File: src/rtl/pc_pkg.sv
// Shared constants for the parametrised up/down program counter.
package pc_pkg;
  localparam logic MODE_WRAP = 1'b0;
  localparam logic MODE_SAT  = 1'b1;
  localparam logic DIR_UP    = 1'b1;
  localparam logic DIR_DOWN  = 1'b0;
endpackage

File: src/rtl/pc_next_calc.sv
// Combinational next-count: step add/subtract with wrap or saturate handling.
module pc_next_calc
  import pc_pkg::*;
#(
  parameter int WIDTH  = 8,
  parameter int STEP_W = 4
) (
  input  logic [WIDTH-1:0]  pc,
  input  logic              up,
  input  logic [STEP_W-1:0] step,
  input  logic              sat_mode,
  output logic [WIDTH-1:0]  nxt,
  output logic              wrap_evt,
  output logic              clamp_evt
);
  logic [WIDTH:0]   step_ext, sum, diff;
  logic [WIDTH-1:0] raw;
  logic             ovf, unf;

  assign step_ext = (WIDTH+1)'(step);
  assign sum      = {1'b0, pc} + step_ext;
  // Borrow out of the extended subtraction is exactly pc < step.
  assign diff     = {1'b0, pc} - step_ext;

  always_comb begin
    ovf       = (up == DIR_UP) && sum[WIDTH];
    unf       = (up == DIR_DOWN) && diff[WIDTH];
    raw       = (up == DIR_UP) ? sum[WIDTH-1:0] : diff[WIDTH-1:0];
    nxt       = raw;
    wrap_evt  = 1'b0;
    clamp_evt = 1'b0;
    if (sat_mode == MODE_SAT) begin
      if (ovf) begin
        nxt       = '1;
        clamp_evt = 1'b1;
      end else if (unf) begin
        nxt       = '0;
        clamp_evt = 1'b1;
      end
    end else begin
      wrap_evt = ovf | unf;
    end
  end
endmodule

File: src/rtl/pc_updown_param.sv
// Parametrised program counter: load > count > hold, with wrap/saturate mode and event pulses.
module pc_updown_param
  import pc_pkg::*;
#(
  parameter int               WIDTH       = 8,
  parameter int               STEP_W      = 4,
  parameter logic [WIDTH-1:0] RESET_VAL   = '0,
  parameter logic             SAT_DEFAULT = MODE_WRAP
) (
  input  logic              clk,
  input  logic              rst,
  input  logic              en,
  input  logic              up,
  input  logic [STEP_W-1:0] step,
  input  logic              load,
  input  logic [WIDTH-1:0]  load_val,
  input  logic              mode_wr,
  input  logic              mode_sat,
  output logic [WIDTH-1:0]  pc,
  output logic              at_max,
  output logic              at_min,
  output logic              wrapped,
  output logic              clamped,
  output logic              sat_mode
);
  logic [WIDTH-1:0] nxt;
  logic             wrap_evt, clamp_evt;

  pc_next_calc #(.WIDTH(WIDTH), .STEP_W(STEP_W)) u_calc (
    .pc        (pc),
    .up        (up),
    .step      (step),
    .sat_mode  (sat_mode),
    .nxt       (nxt),
    .wrap_evt  (wrap_evt),
    .clamp_evt (clamp_evt)
  );

  // Counting uses the pre-edge sat_mode; a mode write only affects later edges.
  always_ff @(posedge clk or posedge rst) begin
    if (rst) begin
      pc       <= RESET_VAL;
      wrapped  <= 1'b0;
      clamped  <= 1'b0;
      sat_mode <= SAT_DEFAULT;
    end else begin
      if (mode_wr) sat_mode <= mode_sat;
      if (load) begin
        pc      <= load_val;
        wrapped <= 1'b0;
        clamped <= 1'b0;
      end else if (en) begin
        pc      <= nxt;
        wrapped <= wrap_evt;
        clamped <= clamp_evt;
      end else begin
        wrapped <= 1'b0;
        clamped <= 1'b0;
      end
    end
  end

  assign at_max = &pc;
  assign at_min = ~|pc;
endmodule

File: config.mk
export PLATFORM = sky130hd
export DESIGN_NAME = pc_updown_param
export DESIGN_NICKNAME = d
export VERILOG_FILES = /design/src/rtl/pc_pkg.sv /design/src/rtl/pc_next_calc.sv /design/src/rtl/pc_updown_param.sv
export SDC_FILE = /design/constraint.sdc
export NUM_CORES = 1
export LEC_CHECK = 0
export CAP_MARGIN = 20
export CORE_ASPECT_RATIO = 1.4
export CORE_UTILIZATION = 47
export CTS_CLUSTER_SIZE = 20
export DETAILED_ROUTE_END_ITERATION = 8
export PLACE_DENSITY_LB_ADDON = 0.1
export SYNTH_ARGS = -nofsm -noshare
export SYNTH_HDL_FRONTEND = slang
export SYNTH_SLANG_ARGS = --single-unit
File: constraint.sdc
create_clock -name clk -period 2.4 [get_ports clk]
set_clock_uncertainty 0.05 [all_clocks]
set_input_delay 0.48 -clock clk [delete_from_list [all_inputs] [get_ports clk]]
set_output_delay 0.48 -clock clk [all_outputs]
set_load 0.005 [all_outputs]
==> impl_metrics.py, run 1 <==
metrics = {
    "detailed_routing": {
        "drt_wl_total_um": 2890,
        "vias_per_cell": 5.52,
        "drtIter0Drc": 41,
        "ant_nets": 0,
        "drc_errors": 0,
        "dr.pass1.iters": 4,
        "wl_per_cell_um": 14.2,
        "num_vias": 1120,
    },
    "sta": {
        "finalSetupViolations": 0,
        "hold_violations": 0,
        "post-route-period-util_pct": 95.9,
        "fin_tns_setup_ns": 0,
        "setup_ws_ns": 0.0995,
        "relSlewSlack_pct": 66.2,
        "worst_pin_slew_ns": 0.506,
        "rsz0062_at_grt": "no",
        "max_freq_ghz": 0.435,
        "final_max_slew_viol_count": 0,
        "fin_crit_ns": 2.30,
    },
    "cts": {
        "cts_inserted_buffers": 3,
        "clock_latency_ns": 0.27,
        "cts-root-buf": "clkbuf_4",
        "tritoncts": "done",
        "path_clk_slew_ns": 0.08,
        "cts_max_path_buffers": 2,
        "cts.sinks": 11,
        "htreeDepth": 1,
        "holdBufCountCts": 0,
    },
    "power": {
        "p_per_area_mw_per_mm2": 458,
        "peakVddDrop_v": 0.000374,
        "p_total_uw": 775,
        "leakage_nw": 0.734,
    },
    "flow_run": {
        "cap_violations": 0,
    },
    "logic_synthesis": {
        "synthCells": 124,
        "yosysMostFrequentCell": "nor2_1",
        "yosysTopAreaCell": "dfrtp_1",
        "synth-xor-area-share_pct": 1.62,
        "synth_common_cells": "nor2_1, nand2_1, dfrtp_1",
        "synth-adder-area-share_pct": 14.1,
        "synth_edf_count": 0,
        "yosysTopAreaCellShare_pct": 25.4,
        "syn_area_per_cell_um2": 8.73,
        "ys_warn_count": 0,
        "synth-compound-area-share_pct": 25.5,
        "ys_types": 41,
        "synth_top_family_by_area": "compound AO/OA/AOI/OAI gates",
        "postSynth.asyncResetShare_pct": 100,
        "syn_area_mm2": 0.00108,
        "ys_seq_area_share_pct": 25.4,
        "muxShareOfSynthArea_pct": 1.97,
        "synth_ff_type": "dfrtp_1",
        "synthSimpleGateAreaFrac_pct": 22.1,
        "synth.area.top_cells": "dfrtp_1, ha_1, nor2_1",
        "synth_nets": 154,
        "synth-seq-cells": 11,
    },
    "setup_path": {
        "arrival_ns": 2.41,
        "cp.required_ns": 2.51,
        "r2r_setup_slack_ns": 0.16,
        "crit_path_max_fanout": 6,
        "reg2reg_to": "pc[6]",
        "endpoint_kind": "flip-flop",
        "r2r.worst_path.cells": 9,
        "r2r_start": "pc[0]",
        "endpoint": "pc[6]",
        "startpoint": "step[3]",
        "critPathKind": "input pin to flip-flop",
        "startpoint_type": "input pin",
    },
    "global_route": {
        "antenna_found_initial": 0,
        "grt_pass1_wl_um": 4970,
        "grt_overflow": 0,
        "gr-usage-all-layers_pct": 25.7,
        "grt_max_degree": 14,
        "grt_pass1_vias": 1125,
    },
    "floorplan": {
        "die-area_mm2": 0.00250,
        "start_util_pct": 49.7,
        "num_rows": 20,
        "fp.dieW_um": 42.6,
        "fp.coreArea_mm2": 0.00218,
        "ios": 32,
        "die_h_um": 58.8,
    },
    "final_layout": {
        "area_growth_pct": 56.4,
        "drive_above_1_share_pct": 32.6,
        "seqCellArea_um2": 278,
        "antenna_cells": 0,
        "n_fill_cell": 157,
        "multiInputGateArea_um2": 811,
        "nNetsFinal": 212,
    },
    "outcome": {
        "status": "complete, no violations",
    },
    "placement": {
        "dp_slack_ns": -0.478,
        "dp_hpwl_um": 2170,
        "place.gp.congestion": 0.867,
        "numPortBuffers": 31,
    },
    "worst_hold_path": {
        "hold_class": "input pin to asynchronous set/reset pin",
    },
}
[metrics by stage]
step,util (%),cell area (um^2),std cells,hold WS (ns)
final,77.8,1690,203,0.449
after global placement,69.4,1510,192,0.474
after floorplan,-,1080,124,0.282
after detailed placement,69.4,1510,192,0.461
after CTS,75.7,1650,203,0.463
after global routing,77.8,1690,203,0.513
[what timing repair did]
action / 4_1_cts / 5_1_grt
cloned: 0 / 0
buffers inserted: 7 / 0
setup endpoints to repair: 9 / 6
pin swaps: 9 / 5
resized for setup: 19 / 7
[worst max-delay path, stage by stage]
cell and delay (ns):
clkdlybuf4s50_1 0.47, inv_1 0.07, ha_4 0.26, a211oi_4 0.25
nand2_2 0.08, or3_4 0.38, a31oi_1 0.19, a211oi_1 0.07
a21o_1 0.16
[cell type report]
type	instances	share of cell area, %
flip-flops and latches	11	16.4
repair buffers	59	30.5
clock buffers	3	1.33
clock inverters	1	0.296
multi-input cells	98	47.9
well taps	22	1.63
inverters	9	2.00
[power breakdown]
part	internal (mW)	total (mW)	switching, mW
clock	0.0615	0.128	0.0661
sequential	0.205	0.231	0.0260
combinational	0.236	0.417	0.181
total	0.502	0.775	0.273
[state kept, by name (all words and copies together), names as in the netlist]
| signal | flops |
|---|---|
| clamped | 1 |
| sat_mode | 1 |
| wrapped | 1 |
| pc | 8 |
[cells by family (layout without fill, tap and decap cells)]
| family | count (synthesis) | in the layout |
|---|---|---|
| xor+xnor | 2 | 2 |
| mux | 2 | 2 |
| compound gates | 33 | 33 |
| simple gates | 50 | 50 |
| fa+ha+maj | 11 | 11 |
| flops | 11 | 11 |
| buf+inv | 15 | 72 |
[cells in the final DEF (no fill, tap or decap), types with 4 or more instances in the layout]
cell             instances
clkdlybuf4s50_1         27
nor2_1                  15
buf_4                   28
nand2_1                 12
nor2b_1                  5
nand2b_1                 4
inv_1                    7
ha_1                     5
o21ai_0                  4
dlygate4sd2_1            4
dfrtp_1                  9
a21oi_1                  6
[per-layer routing]
layer  global-route usage (%)  part of all wire, %
met1                     31.3                   42
met2                     48.1                   55
met3                    0.920                  2.5
met4                     8.48                 0.66
met5                        0                    0
[how the worst min path moves through the flow]
| stage | startpoint | end | slack (ns) | cells after the start |
|---|---|---|---|---|
| 6_report | rst | wrapped | 0.45 | 2 |
| 5_1_grt | rst | pc[0] | 0.51 | 2 |
| 3_5_place_dp | sat_mode | wrapped | 0.46 | 1 |
| 3_3_place_gp | sat_mode | wrapped | 0.47 | 1 |
| 2_1_floorplan | rst | clamped | 0.28 | 1 |
| 4_1_cts | rst | wrapped | 0.46 | 2 |
Note: power is estimated with default switching activity, not from simulation.
==> run 2: changes to the inputs <==
--- a/config.mk
+++ b/config.mk
@@ -5,12 +5,14 @@
 export SDC_FILE = /design/constraint.sdc
 export NUM_CORES = 1
 export LEC_CHECK = 0
+export ABC_CLOCK_PERIOD_IN_PS = 2400
 export CAP_MARGIN = 20
 export CORE_ASPECT_RATIO = 1.4
 export CORE_UTILIZATION = 47
 export CTS_CLUSTER_SIZE = 20
 export DETAILED_ROUTE_END_ITERATION = 8
 export PLACE_DENSITY_LB_ADDON = 0.1
+export RECOVER_POWER = 50
 export SYNTH_ARGS = -nofsm -noshare
 export SYNTH_HDL_FRONTEND = slang
 export SYNTH_SLANG_ARGS = --single-unit
==> impl_metrics.py, run 2 (synthesis results as in run 1) <==
metrics = {
    "global_route": {
        "grt_pass1_wl_um": 4970,
        "grt_overflow": 0,
        "grt_pass1_vias": 1125,
        "gr-usage-all-layers_pct": 25.7,
        "grt_max_degree": 14,
        "antenna_found_initial": 0,
    },
    "setup_path": {
        "startpoint": "step[3]",
        "startpoint_type": "input pin",
        "critPathKind": "input pin to flip-flop",
        "arrival_ns": 2.41,
        "crit_path_max_fanout": 6,
        "path_buf_inv": 2,
        "reg2reg_to": "pc[6]",
        "slowest_stage": "clkdlybuf4s50_1",
        "crit_chain": "clkdlybuf4s50_1, inv_1, ha_4, a211oi_4, nand2_2, or3_4, a31oi_1, a211oi_1, a21o_1",
        "r2r_start": "pc[0]",
        "endpoint_kind": "flip-flop",
        "path_delay_family": "compound AO/OA/AOI/OAI gates",
        "crit_path_max_incr_delay_ns": 0.47,
        "cp.required_ns": 2.51,
        "r2r.worst_path.cells": 9,
        "r2r_setup_slack_ns": 0.16,
    },
    "floorplan": {
        "fp.dieW_um": 42.6,
        "die_h_um": 58.8,
        "ios": 32,
        "num_rows": 20,
        "start_util_pct": 49.7,
        "die-area_mm2": 0.00250,
        "fp.coreArea_mm2": 0.00218,
    },
    "placement": {
        "place.gp.congestion": 0.867,
        "place_inst": 192,
        "dp_hpwl_um": 2170,
        "numPortBuffers": 31,
    },
    "detailed_routing": {
        "dr.pass1.iters": 4,
        "drc_errors": 0,
        "ant_nets": 0,
        "vias_per_cell": 5.50,
        "drtIter0Drc": 41,
        "wl_per_cell_um": 14.3,
        "num_vias": 1117,
        "drt_wl_total_um": 2910,
    },
    "sta": {
        "fin_crit_ns": 2.30,
        "post-route-period-util_pct": 95.7,
        "max_freq_ghz": 0.436,
        "finalSetupViolations": 0,
        "rsz0062_at_grt": "no",
        "hold_violations": 0,
        "worst_pin_slew_ns": 0.514,
        "relSlewSlack_pct": 65.6,
        "final_max_slew_viol_count": 0,
    },
    "cts": {
        "holdBufCountCts": 0,
        "cts-root-buf": "clkbuf_4",
        "clock_latency_ns": 0.27,
        "tritoncts": "done",
        "path_clk_slew_ns": 0.08,
        "cts.sinks": 11,
        "cts_max_path_buffers": 2,
        "htreeDepth": 1,
        "cts_inserted_buffers": 3,
    },
    "power": {
        "leakage_nw": 0.743,
        "p_per_area_mw_per_mm2": 458,
        "peakVddDrop_v": 0.000379,
    },
    "final_layout": {
        "top_register": "pc",
        "drive_above_1_share_pct": 32.6,
        "finalNonFillerCells": 203,
        "layout_commonest_cell": "buf_4",
        "area_growth_pct": 56.4,
        "mostFrequentLayoutCells": "buf_4, clkdlybuf4s50_1, nor2_1",
        "antenna_cells": 0,
        "nNetsFinal": 212,
        "largest_reg_flops": 8,
        "final_core_util_pct": 77.8,
    },
    "worst_hold_path": {
        "min-delay-start": "sat_mode",
        "holdPathStages": 1,
        "hold_end": "wrapped",
        "hold_class": "flip-flop to flip-flop",
    },
    "flow_run": {
        "cap_violations": 0,
    },
    "outcome": {
        "status": "complete, no violations",
    },
}
[run 2: changes by cell type in the layout (fill, tap and decap cells not counted), sizes merged]
cell           delta
clkdlybuf4s50     -5
dlygate4sd3       +5
[run 2: power breakdown]
group / internal, mW / switching, mW / leakage (nW)
Clock: 0.0616 / 0.0675 / 0.0177
Combinational: 0.234 / 0.182 / 0.593
Sequential: 0.205 / 0.0260 / 0.131
Total: 0.501 / 0.275 / 0.743
[run 2: how the worst max path moves through the flow]
stage	to	cells past startpoint	slack (ns)
final	pc[6]	9	0.10
after global routing	pc[6]	10	0.002
after CTS	pc[6]	9	0.006
after detailed placement	pc[3]	9	-0.48
after floorplan	pc[3]	8	0.1
after global placement	pc[3]	9	-0.44
[run 2: area by class of cell]
cell class                      count  area (um^2)
Inverter                            9         33.8
Tap cell                           22         27.5
Fill cell                         157          484
Multi-Input combinational cell     98          811
Clock inverter                      1         5.00
Sequential cell                    11          278
Timing Repair Buffer               59          515
Clock buffer                        3         22.5
[run 2: through the flow]
step | hold WS, ns | power [mW] | setup WS (ns) | TNS (ns) | area [um^2]
detailed placement | 0.461 | 0.583 | -0.478 | -3.85 | 1510
floorplan | 0.282 | 0.420 | 0.0963 | 0 | 1080
global placement | 0.474 | 0.572 | -0.435 | -3.45 | 1510
CTS | 0.463 | 0.761 | 0.00616 | 0 | 1650
global route | 0.513 | 0.826 | 0.00249 | 0 | 1690
finish | 0.489 | 0.776 | 0.104 | 0 | 1690
[run 2: timing repair]
action	4_1_cts	5_1_grt
gates resized for setup	19	7
endpoints found under the setup margin	9	6
cloned	0	0
hold endpoints to repair	0	0
pin swaps	9	5
buffers inserted	7	0
[run 2: layer usage]
layer  vias up  wire length, um  global-route usage (%)
met1       542             1230                    31.3
met3         2               66                   0.920
met5         -                0                       0
li1        550                -                       -
met2        23             1590                    48.1
met4         0               16                    8.48
==> run 3: changes to the inputs <==
--- a/config.mk
+++ b/config.mk
@@ -9,10 +9,12 @@
 export CAP_MARGIN = 20
 export CORE_ASPECT_RATIO = 1.4
 export CORE_UTILIZATION = 47
+export CTS_BUF_LIST = sky130_fd_sc_hd__clkbuf_16
 export CTS_CLUSTER_SIZE = 20
 export DETAILED_ROUTE_END_ITERATION = 8
 export PLACE_DENSITY_LB_ADDON = 0.1
 export RECOVER_POWER = 50
+export SKIP_CTS_REPAIR_TIMING = 1
 export SYNTH_ARGS = -nofsm -noshare
 export SYNTH_HDL_FRONTEND = slang
 export SYNTH_SLANG_ARGS = --single-unit
==> impl_metrics.py, run 3 (synthesis results as in run 1) <==
metrics = {
    "outcome": {
        "status": "complete, no violations",
    },
    "final_layout": {
        "mostFrequentLayoutCells": "buf_4, clkdlybuf4s50_1, nor2_1",
        "seqCellArea_um2": 277,
        "n_fill_cell": 124,
        "top_register": "pc",
        "layout_commonest_cell": "buf_4",
        "nNetsFinal": 214,
        "antenna_cells": 0,
        "largest_reg_flops": 8,
        "final_core_util_pct": 85.0,
        "drive_above_1_share_pct": 35.5,
        "area_growth_pct": 71.0,
        "multiInputGateArea_um2": 880,
        "finalNonFillerCells": 205,
    },
    "worst_hold_path": {
        "holdPathStages": 1,
        "hold_end": "wrapped",
        "hold_class": "flip-flop to flip-flop",
        "min-delay-start": "sat_mode",
    },
    "setup_path": {
        "crit_path_max_fanout": 4,
        "reg2reg_to": "pc[0]",
        "startpoint_type": "input pin",
        "critPathKind": "input pin to flip-flop",
        "r2r_start": "pc[0]",
        "cp.required_ns": 2.47,
        "arrival_ns": 2.45,
        "r2r.worst_path.cells": 9,
        "endpoint_kind": "flip-flop",
        "r2r_setup_slack_ns": 0.07,
    },
    "detailed_routing": {
        "drc_errors": 0,
        "drtIter0Drc": 20,
        "drt_wl_total_um": 3370,
        "dr.pass1.iters": 4,
        "num_vias": 1149,
        "vias_per_cell": 5.60,
        "ant_nets": 0,
        "wl_per_cell_um": 16.4,
    },
    "sta": {
        "finalSetupViolations": 0,
        "max_freq_ghz": 0.420,
        "post-route-period-util_pct": 99.2,
        "hold_violations": 0,
        "worst_pin_slew_ns": 0.596,
        "fin_tns_setup_ns": 0,
        "fin_crit_ns": 2.38,
        "fin_hold_ws_ns": 0.476,
        "relSlewSlack_pct": 60.1,
        "setup_ws_ns": 0.0184,
        "final_max_slew_viol_count": 0,
    },
    "floorplan": {
        "fp.dieW_um": 42.6,
        "num_rows": 20,
        "fp.coreArea_mm2": 0.00218,
        "die_h_um": 58.8,
        "start_util_pct": 49.7,
        "ios": 32,
        "die-area_mm2": 0.00250,
    },
    "power": {
        "clock_power_share_pct": 30.5,
        "seq_power_share_pct": 23.6,
        "pwr-share-comb_pct": 45.9,
        "peakVddDrop_v": 0.000518,
        "leakage_nw": 0.819,
        "p_switching_uw": 324,
        "swShare_pct": 32.1,
        "p_per_area_mw_per_mm2": 544,
        "intPower_uw": 684,
    },
    "cts": {
        "htreeDepth": 1,
        "tritoncts": "done",
        "cts-root-buf": "clkbuf_16",
        "cts_max_path_buffers": 2,
        "clock_latency_ns": 0.24,
        "cts.sinks": 11,
        "path_clk_slew_ns": 0.04,
        "cts_inserted_buffers": 3,
    },
    "placement": {
        "dp_slack_ns": -0.478,
        "place.gp.congestion": 0.867,
        "dp_hpwl_um": 2170,
        "place_inst": 192,
        "numPortBuffers": 31,
    },
    "global_route": {
        "grt_max_degree": 14,
        "antenna_found_initial": 0,
        "grt_overflow": 0,
        "grt_pass1_vias": 1099,
        "gr-usage-all-layers_pct": 25.4,
        "grt_pass1_wl_um": 4720,
    },
    "flow_run": {
        "cap_violations": 0,
    },
}
-- run 3: cell types whose count changed in the layout (fill, tap and decap cells not counted), sizes merged --
cell          previous run  this run
buf                     28        29
clkbuf                   3         4
dlymetal6s2s             0         4
dlygate4sd2              4         0
-- run 3: worst max path at each step --
stage          startpoint  endpoint  slack (ns)  depth (start not counted)
2_1_floorplan     step[0]     pc[3]         0.1                          8
3_3_place_gp      step[0]     pc[3]       -0.44                          9
3_5_place_dp      step[0]     pc[3]       -0.48                          9
4_1_cts           step[0]     pc[3]       -0.22                          9
5_1_grt           step[2]     pc[7]       -0.05                         10
6_report          step[2]     pc[0]        0.02                         11
-- run 3: stage by stage --
step | total power [mW] | instance area (um^2)
CTS | 0.895 | 1590
global route | 1.06 | 1850
global placement | 0.572 | 1510
finish | 1.01 | 1850
floorplan | 0.420 | 1080
detailed placement | 0.583 | 1510
-- run 3: metal layers --
layer / part of all wire [%] / track usage [%]
met4: 2.8 / 12.1
met3: 3.1 / 4.91
met5: 0 / 0
met1: 39 / 29.1
met2: 56 / 45.1
-- run 3: area by class of cell --
class                           instances  share of cell area, %
Sequential cell                        11                   14.9
Clock buffer                            3                   4.06
Timing Repair Buffer                   61                   29.9
Tap cell                               22                   1.49
Clock inverter                          1                  0.270
Multi-Input combinational cell         98                   47.5
Inverter                                9                   1.83
-- run 3: power by group through the flow --
stage	Clock [mW]	Combinational, mW	Sequential [mW]
global route	0.321	0.496	0.239
floorplan	0	0.187	0.233
detailed placement	0	0.346	0.237
finish	0.307	0.463	0.238
global placement	0	0.335	0.236
CTS	0.311	0.349	0.236
-- run 3: worst max-delay path, stage by stage --
cell             delay (ns)
clkdlybuf4s50_1        0.50
inv_1                  0.08
ha_4                   0.28
buf_6                  0.11
nor2b_4                0.04
o311ai_4               0.33
buf_6                  0.16
o31ai_4                0.06
buf_6                  0.17
o22ai_1                0.14
o21ai_0                0.11
